**src/rtl/color_vote.sv**
```systemverilog
// color_vote: per-frame dominant-color detector with saturating per-class vote counters.
// Optional hysteresis on the reported color is enabled by defining COLOR_VOTE_HYST_EN.
module color_vote #(
  parameter int DATA_WIDTH  = 8,
  parameter int THRESH      = 50,
  parameter int CNT_WIDTH   = 20,
  parameter int HYST_FRAMES = 2
) (
  input  logic                  clk,
  input  logic                  reset,
  input  logic                  in_valid,
  output logic                  in_ready,
  input  logic [DATA_WIDTH-1:0] red,
  input  logic [DATA_WIDTH-1:0] green,
  input  logic [DATA_WIDTH-1:0] blue,
  input  logic                  sof,
  input  logic                  eof,
  output logic [1:0]            pix_class,
  output logic                  pix_valid,
  output logic [1:0]            main,
  output logic                  out_valid,
  input  logic                  out_ready,
  output logic                  frame_err
);

  typedef enum logic [1:0] {IDLE, ACCUM, REPORT} state_t;

  localparam logic [DATA_WIDTH-1:0] TH = DATA_WIDTH'(THRESH);

  function automatic logic [1:0] classify(input logic [DATA_WIDTH-1:0] r,
                                          input logic [DATA_WIDTH-1:0] g,
                                          input logic [DATA_WIDTH-1:0] b);
    logic [1:0] c;
    c = 2'd3;
    if ((r > TH) || (g > TH) || (b > TH)) begin
      if (r > b)      c = (r > g) ? 2'd0 : 2'd1;
      else if (b > r) c = (b > g) ? 2'd2 : 2'd1;
    end
    return c;
  endfunction

  function automatic logic [CNT_WIDTH-1:0] sat_inc(input logic [CNT_WIDTH-1:0] v);
    return (&v) ? v : v + 1'b1;
  endfunction

  // Strict '>' keeps ties on the lowest class index.
  function automatic logic [1:0] pick(input logic [3:0][CNT_WIDTH-1:0] c);
    logic [1:0] w;
    w = 2'd0;
    for (int i = 1; i < 4; i++) begin
      if (c[i] > c[w]) w = 2'(i);
    end
    return w;
  endfunction

  state_t                      state_q, state_d;
  logic [3:0][CNT_WIDTH-1:0]   cnt_q, cnt_d;
  logic [1:0]                  pix_class_q, pix_class_d;
  logic                        pix_valid_q, pix_valid_d;
  logic [1:0]                  main_q, main_d;
  logic                        out_valid_q, out_valid_d;
  logic                        frame_err_q, frame_err_d;
  logic                        xfer;
  logic [1:0]                  cls;
  logic [1:0]                  frame_win;
`ifdef COLOR_VOTE_HYST_EN
  localparam logic [3:0] HYST_N = 4'(HYST_FRAMES);
  logic [1:0]                  cand_q, cand_d;
  logic [3:0]                  streak_q, streak_d;
  logic [3:0]                  streak_nx;
`endif

  assign xfer      = in_valid & in_ready;
  assign cls       = classify(red, green, blue);
  assign frame_win = pick(cnt_q);

  always_ff @(posedge clk or posedge reset) begin
    if (reset) state_q <= IDLE;
    else       state_q <= state_d;
  end

  always_comb begin
    state_d = state_q;
    case (state_q)
      IDLE:    if (xfer && sof) state_d = eof ? REPORT : ACCUM;
      ACCUM:   if (xfer && eof) state_d = REPORT;
      REPORT:  if (out_valid_q && out_ready) state_d = IDLE;
      default: state_d = IDLE;
    endcase
  end

  always_comb begin
    in_ready  = (state_q != REPORT);
    out_valid = out_valid_q;
    main      = main_q;
    pix_class = pix_class_q;
    pix_valid = pix_valid_q;
    frame_err = frame_err_q;
  end

  always_comb begin
    cnt_d       = cnt_q;
    pix_class_d = pix_class_q;
    pix_valid_d = 1'b0;
    frame_err_d = frame_err_q;
    out_valid_d = out_valid_q;
    main_d      = main_q;
`ifdef COLOR_VOTE_HYST_EN
    cand_d      = cand_q;
    streak_d    = streak_q;
    streak_nx   = streak_q;
`endif
    if (xfer) begin
      pix_class_d = cls;
      pix_valid_d = 1'b1;
      if (sof) begin
        cnt_d      = '0;
        cnt_d[cls] = CNT_WIDTH'(1);
        if (state_q == ACCUM) frame_err_d = 1'b1;
      end else if (state_q == ACCUM) begin
        cnt_d[cls] = sat_inc(cnt_q[cls]);
      end
    end
    // The cycle after entering REPORT, counts are final: latch the result once.
    if (state_q == REPORT) begin
      if (!out_valid_q) begin
        out_valid_d = 1'b1;
`ifdef COLOR_VOTE_HYST_EN
        if (frame_win == main_q) begin
          streak_d = 4'd0;
        end else begin
          if (frame_win == cand_q) begin
            streak_nx = streak_q + 4'd1;
          end else begin
            cand_d    = frame_win;
            streak_nx = 4'd1;
          end
          if (streak_nx >= HYST_N) begin
            main_d   = frame_win;
            streak_d = 4'd0;
          end else begin
            streak_d = streak_nx;
          end
        end
`else
        main_d = frame_win;
`endif
      end else if (out_ready) begin
        out_valid_d = 1'b0;
      end
    end
  end

  always_ff @(posedge clk or posedge reset) begin
    if (reset) begin
      cnt_q       <= '0;
      pix_class_q <= 2'd3;
      pix_valid_q <= 1'b0;
      main_q      <= 2'd3;
      out_valid_q <= 1'b0;
      frame_err_q <= 1'b0;
`ifdef COLOR_VOTE_HYST_EN
      cand_q      <= 2'd3;
      streak_q    <= 4'd0;
`endif
    end else begin
      cnt_q       <= cnt_d;
      pix_class_q <= pix_class_d;
      pix_valid_q <= pix_valid_d;
      main_q      <= main_d;
      out_valid_q <= out_valid_d;
      frame_err_q <= frame_err_d;
`ifdef COLOR_VOTE_HYST_EN
      cand_q      <= cand_d;
      streak_q    <= streak_d;
`endif
    end
  end

endmodule

```
**config.mk**
```make
export PLATFORM = sky130hd
export DESIGN_NAME = color_vote
export DESIGN_NICKNAME = d
export VERILOG_FILES = /design/src/rtl/color_vote.sv
export SDC_FILE = /design/constraint.sdc
export NUM_CORES = 1
export LEC_CHECK = 0
export BUFFER_PORTS_ARGS = -buffer_cell sky130_fd_sc_hd__buf_4
export CORE_MARGIN = 5
export CORE_UTILIZATION = 50
export CTS_CLUSTER_SIZE = 8
export DETAILED_ROUTE_END_ITERATION = 8
export PLACE_DENSITY_LB_ADDON = 0.12
export SYNTH_ARGS = -nofsm -noshare
export SYNTH_HDL_FRONTEND = slang
export SYNTH_SLANG_ARGS = --single-unit
```
**constraint.sdc**
```tcl
create_clock -name clk -period 7.6 [get_ports clk]
set_input_delay 0.76 -clock clk [delete_from_list [all_inputs] [get_ports clk]]
set_output_delay 0.76 -clock clk [all_outputs]
set_load 0.1 [all_outputs]
```
==> summary.txt <==
Critical path
  – Most frequent CP cell: a21o_1
  – Crit Path Max Fanout: 22
  – Worst path max stage delay: 440 ps
  – Top delay family on crit path: compound AO/OA/AOI/OAI gates
  – Worst r2r path cells: 31
  – Critical-path top delay cell: a221oi_2
  – Worst R2R Setup Slack: 430 ps
  – Reg2reg end: main[0]$_DFFE_PP1P_
  – Critical Path End Type: flip-flop
  – CP required: 7870 ps
  – Crit path DAT: 7440 ps
  – R2r startpoint: cnt_q[5]$_DFFE_PP0P_
  – Critical path buffers and inverters: 3
  – CP Class: flip-flop to flip-flop
  – CP startpoint kind: flip-flop

Flow run
  – Max-cap viol count: 0

Synth
  – Netlist cell types: 63
  – Post-Syn Area: 0.007035 mm2
  – Synth cell count leaders: dfrtp_1 (85), ha_1 (85), o21ai_0 (62)
  – Seq/Total Area, Yosys: 31.73%
  – Post-synth top area share: a little under a third
  – Area leader, netlist: dfrtp_1
  – Syn Inst Count: 772
  – Avg Inst Size Synth: 9.113 um2
  – Mapped Nets: 887
  – Syn. warnings: 0
  – Top_reg_cell synth: dfrtp_1
  – Yosys reg bits: 89
  – Async S/R FF share, synth: 100.0%
  – Number of synthesized flops with an enable pin: 0
  – Leading cell types by total area after synthesis: dfrtp_1 (30%), ha_1 (15%), a22o_1 (5.1%)

STA
  – Clock Skew: 7.659 ps
  – RSZ-0062 raised after global routing: no
  – Setup tns final: 0 ps
  – Fin. Hold Viols: 0
  – Number of endpoints failing setup at the final stage: 0
  – Slew Limit Headroom: 15.71%
  – FMAX: 139.5 MHz
  – Worst-Margin Slew: 1260 ps
  – Fin crit share: 94.30%
  – Max Slew Vio Count: 0
  – Post-layout min period: 7167 ps

Clocking
  – Skew-Pair Late Insertion Delay: 350 ps
  – Hold_buf cts: 0
  – Root Driver: clkbuf_16
  – Clock Path Buffers: 2
  – Max H-tree Level: 3
  – Clock sinks: 89
  – Clock-pin slew on the worst setup and hold paths: 70 ps
  – Post-CTS Setup Inserts: 0
  – CTS Buf Count: 9
  – CTS tree: built
  – Post-CTS sizing: 0

Routing
  – DRT antenna net count: 0
  – Drt wl/cell: 24.02 um
  – Vias: between 6000 and 7000
  – DRC viols: 0
  – Drt pass-1 iters: 7
  – Drt total wl: 23.64 mm
  – Vias per cell: 6.696
  – Initial DRC count: 565

Final layout
  – Non-Filler Instances: 984
  – Layout area overhead: 11.76%
  – Nets: 915
  – Number of diodes: 0
  – Layout cells sized above 1: 12.56%

Global routing
  – Largest net degree at the start of global routing: 90
  – Vias in the first global route: 6625
  – Met3 GRT Util: 7.430%
  – GR Overflow Total: 0
  – Busiest grt layer: met2
  – First-pass GRT wire length: 37.01 mm
  – Met2 usage: about 46%
  – Initial antenna violation count: 0
  – GR Util met1: roughly two fifths
  – Overall routing resource usage: 29.03%

Pwr
  – Pleak: 3.637 nW
  – Pwr/cell area: 400.4 mW/mm2
  – Peak VDD IR: 0.0003120 V

Placed design
  – Dpl cells: 969
  – Hpwl dp: 17.40 mm
  – Placer Congestion: approximately 1
  – Buffers added on ports: 37

Die
  – Core Region: 0.01383 mm2
  – Die Ht: 128.6 um
  – Core Rows: 43
  – DIE AREA: 0.01654 mm2
  – # IOs: 38
  – Starting Density: 50.88%
  – Die Wd: around 130 um

Hold path
  – Hold Path End: state_q[0]$_DFFE_PP0P_
  – Worst Hold Depth: 1
  – Hold/Removal Path Class: flip-flop to flip-flop
  – HP Start: state_q[1]$_DFFE_PP0P_

Run status
  – Status: completed
[cells in the final DEF (no fill, tap or decap), drive strengths merged, types with 13 or more instances in the layout]
cell    count
nor2       44
a21o       32
nand2      56
inv        55
o21ai      66
dfrtp      85
nor3       15
a21oi      32
mux2i      22
buf        45
nand4      26
ha         85
a22o       41
o211ai     13
[sequential cells by signal (all words and copies together) (netlist names)]
signal	flops
out_valid	1
pix_class	2
frame_err	1
pix_valid	1
cnt_q	80
main	2
state_q	2
[per-layer routing]
layer,up-vias,routed length (um),share of wire [%]
met2,293,10810,46
li1,2971,-,-
met4,0,930,3.9
met3,65,1985,8.4
met1,3260,9912,42
met5,-,0,0
[report_power, final]
| group | total (W) | switching [W] | internal (W) | leakage [nW] |
|---|---|---|---|---|
| Combinational | 0.00204 | 0.00126 | 0.000780 | 2.26 |
| Sequential | 0.000582 | 0.0000544 | 0.000527 | 1.21 |
| Clock | 0.000524 | 0.000195 | 0.000329 | 0.169 |
| Total | 0.00315 | 0.00151 | 0.00164 | 3.64 |
[kinds of logic (layout without fill, tap and decap cells)]
family | Yosys count | after routing | share of synthesized area, %
AO/OA/AOI/OAI | 261 | 261 | 26.71
AND/OR/NAND/NOR | 207 | 207 | 15.24
flip-flops | 89 | 89 | 31.73
adder cells (fa/ha/maj) | 85 | 85 | 15.12
buffers and inverters | 84 | 116 | 4.624
multiplexers | 32 | 32 | 4.731
XOR/XNOR | 14 | 14 | 1.850
[metrics by stage]
step	worst slack [ps]	hold WS (ps)	total power, W	utilization, %	cell area [um2]
2_1_floorplan	1131	441.3	0.001985	-	7036
3_3_place_gp	278.3	461.6	0.002486	54.19	7492
3_5_place_dp	256.0	481.5	0.002511	54.19	7492
4_1_cts	194.6	495.0	0.003046	56.66	7835
5_1_grt	62.80	517.5	0.003320	56.86	7863
6_report	433.1	487.6	0.003148	56.86	7863
[worst reg2reg max path, delay by kind of cell (launching register included)]
| family | cells | cell delay (ps) |
|---|---|---|
| adder cells (fa/ha/maj) | 3 | 870 |
| AO/OA/AOI/OAI | 18 | 3420 |
| AND/OR/NAND/NOR | 5 | 1020 |
| multiplexers | 2 | 670 |
| buffers and inverters | 3 | 730 |
| flip-flops | 1 | 370 |
[how the worst max path moves through the flow]
stage,startpoint,end,slack (ps),cells after the start
finish,cnt_q[5]$_DFFE_PP0P_,main[0]$_DFFE_PP1P_,430,31
floorplan,cnt_q[5]$_DFFE_PP0P_,main[0]$_DFFE_PP1P_,1130,36
global placement,cnt_q[5]$_DFFE_PP0P_,main[1]$_DFFE_PP1P_,280,29
global route,cnt_q[5]$_DFFE_PP0P_,main[0]$_DFFE_PP1P_,60,31
CTS,cnt_q[5]$_DFFE_PP0P_,main[0]$_DFFE_PP1P_,190,31
detailed placement,cnt_q[5]$_DFFE_PP0P_,main[0]$_DFFE_PP1P_,260,31
[final cells by class]
cell class,count,area [um2]
Multi-Input combinational cell,599,4509
Clock inverter,5,103.9
Inverter,56,211.5
Clock buffer,10,239.0
Timing Repair Buffer,45,341.6
Sequential cell,89,2232
Tap cell,180,225.2
Fill cell,1234,5964
(Power assumes the default switching activity.)
